### config.mk
export PLATFORM = sky130hd
export DESIGN_NAME = ahb_arbiter
export DESIGN_NICKNAME = d
export VERILOG_FILES = /design/src/rtl/ahb_pkg.sv /design/src/rtl/ahb_rr_select.sv /design/src/rtl/ahb_arbiter.sv
export SDC_FILE = /design/constraint.sdc
export NUM_CORES = 1
export LEC_CHECK = 0
export CELL_PAD_IN_SITES_DETAIL_PLACEMENT = 0
export CELL_PAD_IN_SITES_GLOBAL_PLACEMENT = 2
export CORE_ASPECT_RATIO = 0.75
export CORE_MARGIN = 1
export CORE_UTILIZATION = 20
export CTS_CLUSTER_DIAMETER = 100
export CTS_CLUSTER_SIZE = 14
export DETAILED_ROUTE_END_ITERATION = 8
export MAX_ROUTING_LAYER = met4
export PLACE_DENSITY_LB_ADDON = 0.1
export SYNTH_ARGS = -nofsm -noshare
export SYNTH_HDL_FRONTEND = slang
export SYNTH_SLANG_ARGS = --single-unit
export TNS_END_PERCENT = 5
### constraint.sdc
create_clock -name hclk -period 2.7 [get_ports hclk]
set_input_delay 0.405 -clock hclk [delete_from_list [all_inputs] [get_ports hclk]]
set_output_delay 0.405 -clock hclk [all_outputs]
set_load 0.01 [all_outputs]
### src/rtl/ahb_pkg.sv
// Shared AHB encodings: HTRANS values and the arbiter state enum.
// Slave-side blocks import the same definitions.
package ahb_pkg;

  typedef enum logic [1:0] {
    HTRANS_IDLE   = 2'b00,
    HTRANS_BUSY   = 2'b01,
    HTRANS_NONSEQ = 2'b10,
    HTRANS_SEQ    = 2'b11
  } htrans_e;

  typedef enum logic [1:0] {
    ST_PARK     = 2'b00,
    ST_OWN      = 2'b01,
    ST_HANDOVER = 2'b10
  } arb_state_e;

  localparam int NUM_MASTERS = 2;

  function automatic logic [NUM_MASTERS-1:0] onehot(input logic idx);
    onehot = 2'b01 << idx;
  endfunction

endpackage

### src/rtl/ahb_rr_select.sv
// Two-master round-robin pick: the master not granted last wins a tie,
// a lone requester always wins.
module ahb_rr_select
  import ahb_pkg::*;
(
  input  logic [NUM_MASTERS-1:0] i_req,
  input  logic                   i_last,
  output logic                   o_winner,
  output logic                   o_valid
);

  always_comb begin
    o_valid  = |i_req;
    o_winner = i_req[~i_last] ? ~i_last : i_last;
  end

endmodule

### src/rtl/ahb_arbiter.sv
// Two-master AHB arbiter with bus mux: round-robin grant, per-owner burst
// limit, SEQ beats never split, error-triggered re-arbitration.
module ahb_arbiter
  import ahb_pkg::*;
#(
  parameter int BURST_LIMIT    = 4,
  parameter int DEFAULT_MASTER = 0
) (
  input  logic       hclk,
  input  logic       hreset_n,
  input  logic       hbusreq_0,
  input  logic       hbusreq_1,
  input  logic [1:0] htrans_0,
  input  logic [1:0] htrans_1,
  input  logic [2:0] haddr_0,
  input  logic [2:0] haddr_1,
  input  logic       hwrite_0,
  input  logic       hwrite_1,
  input  logic [2:0] hsize_0,
  input  logic [2:0] hsize_1,
  input  logic [7:0] hwdata_0,
  input  logic [7:0] hwdata_1,
  input  logic       hready,
  input  logic       hresp,
  output logic [1:0] hgrant,
  output logic       hmaster,
  output logic       hsel_x,
  output logic [1:0] htrans,
  output logic [2:0] haddr,
  output logic       hwrite,
  output logic [2:0] hsize,
  output logic [7:0] hwdata,
  output logic       hready_m
);

  localparam int            CW      = $clog2(BURST_LIMIT + 1);
  localparam logic [CW-1:0] CNT_MAX = CW'(BURST_LIMIT);
  localparam logic          DEF_M   = 1'(DEFAULT_MASTER);

  arb_state_e    r_state, w_state_next;
  logic          r_hmaster, w_hmaster_next;
  logic          r_hmaster_d;
  logic          r_last, w_last_next;
  logic [CW-1:0] r_beat_cnt, w_cnt_next, w_cnt_inc;
  logic          r_err, w_err_next;
  logic          r_idle_force;

  logic [1:0]    w_req;
  logic [1:0]    w_owner_trans;
  logic [1:0]    w_htrans;
  logic          w_beat;
  logic          w_legal;
  logic          w_yield;
  logic          w_winner;
  logic          w_any_req;

  assign w_req         = {hbusreq_1, hbusreq_0};
  assign w_owner_trans = r_hmaster ? htrans_1 : htrans_0;
  assign w_htrans      = ((r_state == ST_PARK) || r_idle_force) ? HTRANS_IDLE : w_owner_trans;
  assign w_beat        = w_htrans[1];
  assign w_legal       = (w_htrans != HTRANS_SEQ);

  // Count includes the beat completing at this edge, so the owner issues
  // exactly BURST_LIMIT transfers before handing over.
  assign w_cnt_inc = (w_beat && (r_beat_cnt != CNT_MAX)) ? r_beat_cnt + CW'(1) : r_beat_cnt;
  assign w_yield   = !w_req[r_hmaster]
                   || ((w_cnt_inc == CNT_MAX) && w_req[~r_hmaster])
                   || r_err;

  ahb_rr_select u_rr (
    .i_req    (w_req),
    .i_last   (r_last),
    .o_winner (w_winner),
    .o_valid  (w_any_req)
  );

  always_comb begin
    w_state_next   = r_state;
    w_hmaster_next = r_hmaster;
    w_last_next    = r_last;
    w_cnt_next     = w_cnt_inc;
    w_err_next     = r_err;
    case (r_state)
      ST_PARK: begin
        if (w_any_req) begin
          w_state_next   = ST_OWN;
          w_hmaster_next = w_winner;
          w_err_next     = 1'b0;
        end
      end
      ST_OWN: begin
        if (w_legal) begin
          w_err_next = 1'b0;
          if (!w_any_req) begin
            w_state_next   = ST_PARK;
            w_hmaster_next = DEF_M;
          end else if (w_yield && (w_winner != r_hmaster)) begin
            w_state_next   = ST_HANDOVER;
            w_hmaster_next = w_winner;
          end
        end
      end
      ST_HANDOVER: w_state_next = ST_OWN;
      default: begin
        w_state_next   = ST_PARK;
        w_hmaster_next = DEF_M;
      end
    endcase
    if (w_hmaster_next != r_hmaster) w_last_next = w_hmaster_next;
    if ((w_hmaster_next != r_hmaster) || (w_state_next == ST_PARK)) w_cnt_next = '0;
    if (hresp) w_err_next = 1'b1;
  end

  // Every register only advances on hready edges; a stalled slave freezes arbitration.
  always_ff @(posedge hclk or negedge hreset_n) begin
    if (!hreset_n) begin
      r_state      <= ST_PARK;
      r_hmaster    <= DEF_M;
      r_hmaster_d  <= DEF_M;
      r_last       <= DEF_M;
      r_beat_cnt   <= '0;
      r_err        <= 1'b0;
      r_idle_force <= 1'b0;
    end else if (hready) begin
      r_state      <= w_state_next;
      r_hmaster    <= w_hmaster_next;
      r_hmaster_d  <= r_hmaster;
      r_last       <= w_last_next;
      r_beat_cnt   <= w_cnt_next;
      r_err        <= w_err_next;
      r_idle_force <= hresp;
    end
  end

  assign hgrant   = onehot(r_hmaster);
  assign hmaster  = r_hmaster;
  assign htrans   = w_htrans;
  assign hsel_x   = w_htrans[1];
  assign haddr    = r_hmaster ? haddr_1  : haddr_0;
  assign hwrite   = r_hmaster ? hwrite_1 : hwrite_0;
  assign hsize    = r_hmaster ? hsize_1  : hsize_0;
  assign hwdata   = r_hmaster_d ? hwdata_1 : hwdata_0;
  assign hready_m = hready;

endmodule

* After elaboration in Yosys (flattened, before gate mapping)
Index checks and enable logic that the tools add are counted.
** Storage, ports and cells
- Bits in registers :: 10
- Input bits :: 40
- Output and inout port bits :: 22
- Word-level logic and storage cells :: 66
** Cells by class
- $add $sub $neg :: 1
- Order comparisons :: 3
- Equality and inequality tests :: 9
- Shifts and indexed selects :: 1
- Muxes and demuxes :: 29
- Bitwise operators :: 2
- Reduce and logical (&&, ||, !) cells :: 14
** Operators by type and width (number)
- $mux 1 :: 15
- $mux 2 :: 6
- $mux 3 :: 4
- $ne 3x3->1 const B :: 3
- $mux 8 :: 1
- $lt 1x2->1 const B :: 3
- $pmux 2 s3 :: 1
- $logic_not 2->1 :: 2
- $logic_or 1x1->1 :: 4
- $reduce_and 4->1 :: 1
- $add 3x1->3 const B :: 1
- $eq 3x3->1 const B :: 1
- $logic_and 1x1->1 :: 3
- $pmux 1 s3 :: 1
- $reduce_bool 3->1 :: 1
- $eq 2x1->1 const B :: 1
- $eq 2x2->1 const B :: 1
- $ne 1x1->1 :: 2
- $ne 2x2->1 const B :: 1
- $not 1->1 :: 2
- $pmux 1 s2 :: 1
- $reduce_and 2->1 :: 1
- $reduce_or 2->1 :: 1
- $shl 1x1->2 const A :: 1
- $logic_not 1->1 :: 1

* Logic depth before layout (Yosys ltp)
- Depth in word-level cells :: 17
- Depth in mapped cells :: 10
- Gate-level depth less buffers :: 10

* By module
From an unflattened synthesis, not the netlist that was laid out.
** Second synthesis, totals
- Cell total of the unflattened synthesis :: 115
- Area, all modules :: 1011.0 um2
** Modules (own cells, without submodules)
- ahb_arbiter :: instances 1, cells an instance 112, area each 996.0 um2, seq. area each 250.2 um2
- ahb_rr_select :: instances 1, cells an instance 3, area each 15.0 um2, seq. area each 0.0 um2

* Worst setup path before layout
No wires, ideal clock.
- Path kind :: register -> register
- Start point :: reg r_hmaster (netlist: hmaster)
- End point :: reg r_beat_cnt[0]
- Library setup time :: 83 ps
- Arrival :: 2398 ps
- Data required time :: 2617 ps
- Slack :: 220 ps
- Stages on the path, launching flop included :: 10
- Buffers on the path :: 1
- Clock period less this slack :: 2480 ps
- Cells stage by stage :: dfrtp_1 -> buf_6 -> mux2_4 -> a311o_1 -> a2111oi_4 -> o221ai_2 -> a211oi_2 -> mux2i_1 -> o21ai_0 -> o21ai_0
** On the way
- Word-level cells in the longest chain between the ends :: 16
- Elaborated cells between the ends (all ways) :: 29
- Those cells by class :: eq/ne: 4; mux: 17; reduce/logical: 8
** Ends and longest elaborated chain
- start, declared :: line ahb_arbiter.sv:41 : logic r_hmaster, w_hmaster_next;
- start signal, assigned :: line ahb_arbiter.sv:126 : r_hmaster <= w_hmaster_next;
- $mux 2 :: line ahb_arbiter.sv:58 : assign w_owner_trans = r_hmaster ? htrans_1 : htrans_0;
- $mux 2 :: line ahb_arbiter.sv:59 : assign w_htrans = ((r_state == ST_PARK) || r_idle_force) ? HTRANS_IDLE : w_owner_trans;
- $logic_and 1x1->1 :: line ahb_arbiter.sv:65 : assign w_cnt_inc = (w_beat && (r_beat_cnt != CNT_MAX)) ? r_beat_cnt + CW'(1) : r_beat_cnt;
- $mux 3 :: line ahb_arbiter.sv:65
- $eq 3x3->1 :: line ahb_arbiter.sv:67 : || ((w_cnt_inc == CNT_MAX) && w_req[~r_hmaster])
- $logic_and 1x1->1 :: line ahb_arbiter.sv:67
- $logic_or 1x1->1 :: line ahb_arbiter.sv:67
- $logic_or 1x1->1 :: line ahb_arbiter.sv:68 : || r_err;
- $logic_and 1x1->1 :: line ahb_arbiter.sv:97 : end else if (w_yield && (w_winner != r_hmaster)) begin
- $mux 1 / $mux 2 (equally long branches) :: line ahb_arbiter.sv:97
- $mux 1 / $mux 2 (equally long branches) :: line ahb_arbiter.sv:94 : if (!w_any_req) begin
- $mux 1 / $mux 2 (equally long branches) :: line ahb_arbiter.sv:92 : if (w_legal) begin
- $pmux 1 s3 / $pmux 2 s3 (equally long branches) :: line ahb_arbiter.sv:83 : case (r_state)
- $ne 1x1->1 / $logic_not 2->1 (equally long branches) :: line ahb_arbiter.sv:110 : if ((w_hmaster_next != r_hmaster) || (w_state_next == ST_PARK)) w_cnt_next = '0;
- $logic_or 1x1->1 :: line ahb_arbiter.sv:110
- $mux 3 (*) :: line ahb_arbiter.sv:110
- end signal, assigned :: line ahb_arbiter.sv:129 : r_beat_cnt <= w_cnt_next;
- end, declared :: line ahb_arbiter.sv:44 : logic [CW-1:0] r_beat_cnt, w_cnt_next, w_cnt_inc;
Every way passes the cells marked *; elsewhere a longest branch is shown, timed or not. The select of a mux whose other input is x is not followed.
A chain may end at the register's enable or synchronous reset.

* Worst setup path after layout
- Start point :: reg r_hmaster (netlist: hmaster)
- End point :: reg r_beat_cnt[2]
Same word-level chain as after synthesis.

==> out/summary.txt <==
initial detailed-routing violation count - 81
clock skew - 2.09 ps
DR vias/cell - 4.61
ANT nets after route - 0
Ports - 62
Syn Inst Count - 114
global-route wire length before repair - 5480 µm
Longest Clk Path Bufs - 2
Pre-Repair DR Iteration Count - 4
PwrDens - 768 nW/µm²
Area Overhead vs Synth - 76.2%
worst path arrival time - 2750 ps
Util after Layout - 36.6%
Slew HR - 65.0%
RePlAce Congestion - 0.716
sequential share of the synthesized area - 24.6%
critical path peak fanout - 3
core area - 4900 µm²
# rows - 22
fin crit share - 95.5%
htree depth - 1
Worst-Skew Late Latency - 230 ps
design area - 1790 µm²
Initial Util - 20.8%
WL met3 - 82 µm
Netlist cell types - 34
async set or reset register ratio after synthesis - 100%
Crit. End Element - register
CP Cell Sequence - mux2_4 -> a311o_1 -> a2111oi_4 -> o221ai_2 -> a211oi_2 -> mux2i_2 -> a21oi_1 -> nor2_1
max-slew violation total from the final report - 0
hold_ws - 508 ps
grt total ovfl - 0
critical path's largest stage delay - 440 ps
synthesis-stage register bit count - 10
final WL - 3490 µm
Clock transition at path regs - 50 ps
die height - 63.8 µm
number of CTS-inserted buffers - 3
unrepaired setup endpoints after global routing - yes
share of cells above drive strength 1 - 23.3%
number of synthesized flops with an enable pin - 0
DR top layer - met4
syn_nets - 156
fin crit period - 2580 ps
max cap viols - 0
Post-Syn Area - 1020 µm²
Port Buffer Count - 61
Die ar. - 5380 µm²
total vias in the final route - 1,106
WL met1 - 1820 µm
gr usage total - 13.6%
Most used DFF post-synth - dfrtp_1
multi-input logic area - 684 µm²
Detailed Place HPWL - 2780 µm
DRC - 0
Avg WL per Cell - 14.5 µm
register area - 250 µm²
clk sink count - 10
largest net degree at the start of global routing - 20
startpoint types - register
routed wl met2 - 1570 µm
vias in the first global route - 1,056
root buf cell - clkbuf_8
final setup vio count - 0
peak supply drop - 0.000287 V
# fillers - 505
Area after DPL - 1710 µm²
worst-margin pin slew - 521 ps
CP required - 2870 ps
initial antenna violation count - 0
Final nets - 224
CTS Hold Bufs - 0
Hold Vio Cnt, Final - 0
Fmax - 0.388 GHz
CTS tree - built
antenna cells - 0
Leakage - 0.736 nW
Die W - 84.4 µm
Worst Path Class, Setup - register to register
min-delay worst type - input pin to async pin
syn_area_per_cell - 8.93 µm²
status - completed
critical path's slowest cell - a2111oi_4
Ys Warns - 0
-- path summary, 6_finish.rpt --
path                               start       endpoint  cells after the start  slack, ps
max                              hmaster  r_beat_cnt[2]                      8        120
min                             hreset_n     r_state[0]                      1        510
max reg2reg                      hmaster  r_beat_cnt[2]                      8        120
min reg2reg                r_beat_cnt[2]  r_beat_cnt[2]                      2        550
max in group asynchronous       hreset_n  r_beat_cnt[0]                      1       1850
min in group hclk          r_beat_cnt[2]  r_beat_cnt[2]                      2        550
-- synthesized netlist by cell type, types with 2 or more instances --
library cell,number,area (µm²)
o21ai_0,9,45.0
nor2b_1,2,12.5
a31oi_1,3,18.8
or3_1,2,12.5
a21oi_1,5,25.0
mux2_2,17,191
inv_1,6,22.5
mux2i_1,8,80.1
nor3_1,5,25.0
nand4_1,2,12.5
nand2_1,7,26.3
buf_4,3,22.5
dfrtp_1,10,250
and3_1,3,18.8
nor2_1,6,22.5
ha_1,2,25.0
clkbuf_1,7,26.3
-- sequential cells by signal, summed over array words and instances, names as in the netlist --
register / count
r_err: 1
r_idle_force: 1
r_hmaster_d: 1
r_last: 1
hmaster: 1
r_state: 2
r_beat_cnt: 3
-- power breakdown --
part           internal, mW  total [mW]  switching, mW
clock                0.0977       0.156         0.0586
sequential            0.199       0.258         0.0593
combinational         0.538       0.963          0.425
-- area by class of cell --
cell class	instances	share of cell area (%)
timing repair buffer	75	40.2
multi-input combinational	86	38.1
clock buffer	3	2.30
tap	60	4.18
inverter	6	1.26
sequential	10	13.9
-- through the flow --
step | worst slack, ps | cells | power (mW) | setup TNS (ps)
floorplan | 220 | 114 | 0.800 | 0
global placement | -86.9 | 233 | 1.19 | -229
detailed placement | -153 | 233 | 1.18 | -432
CTS | 71.3 | 236 | 1.34 | 0
global route | -18.7 | 240 | 1.48 | -18.7
finish | 121 | 240 | 1.38 | 0
-- critical path: cells and delay by family (launching register included) --
family          cells  cell delay (ps)
simple gates        1              100
mux                 2              630
compound gates      5             1380
flops               1              400
-- metal layers --
| metal | track usage (%) | up-vias |
|---|---|---|
| li1 | - | 552 |
| met1 | 19.5 | 540 |
| met2 | 19.7 | 12 |
| met3 | 3.75 | 2 |
| met4 | 1.27 | 0 |
| met5 | - | - |
-- cell families after synthesis --
group	after synthesis	synth area share [%]
multiplexers	26	28.1
adder cells (fa/ha/maj)	2	2.46
flip-flops	10	24.6
AO/OA/AOI/OAI	28	21.3
AND/OR/NAND/NOR	29	14.1
buffers and inverters	18	8.60
XOR/XNOR	1	0.860
-- cells in the final DEF, fill, tap and decap left out, types with 4 or more instances in the layout --
cell / netlist / layout
clkdlybuf4s50_1: 0 / 59
mux2_2: 17 / 17
buf_4: 3 / 14
dfrtp_1: 10 / 10
mux2i_1: 8 / 7
nand2_1: 7 / 7
nor2_1: 6 / 6
o21ai_0: 9 / 6
nor3_1: 5 / 5
a21oi_1: 5 / 5
inv_1: 6 / 4
-- timing repair --
| item | CTS | global route |
|---|---|---|
| gates resized for setup | 0 | 8 |
| endpoints found under the setup margin | 0 | 3 |
| setup buffers | 0 | 4 |
| hold endpoints to repair | 0 | 0 |
Power figures use the tool's default switching activity.
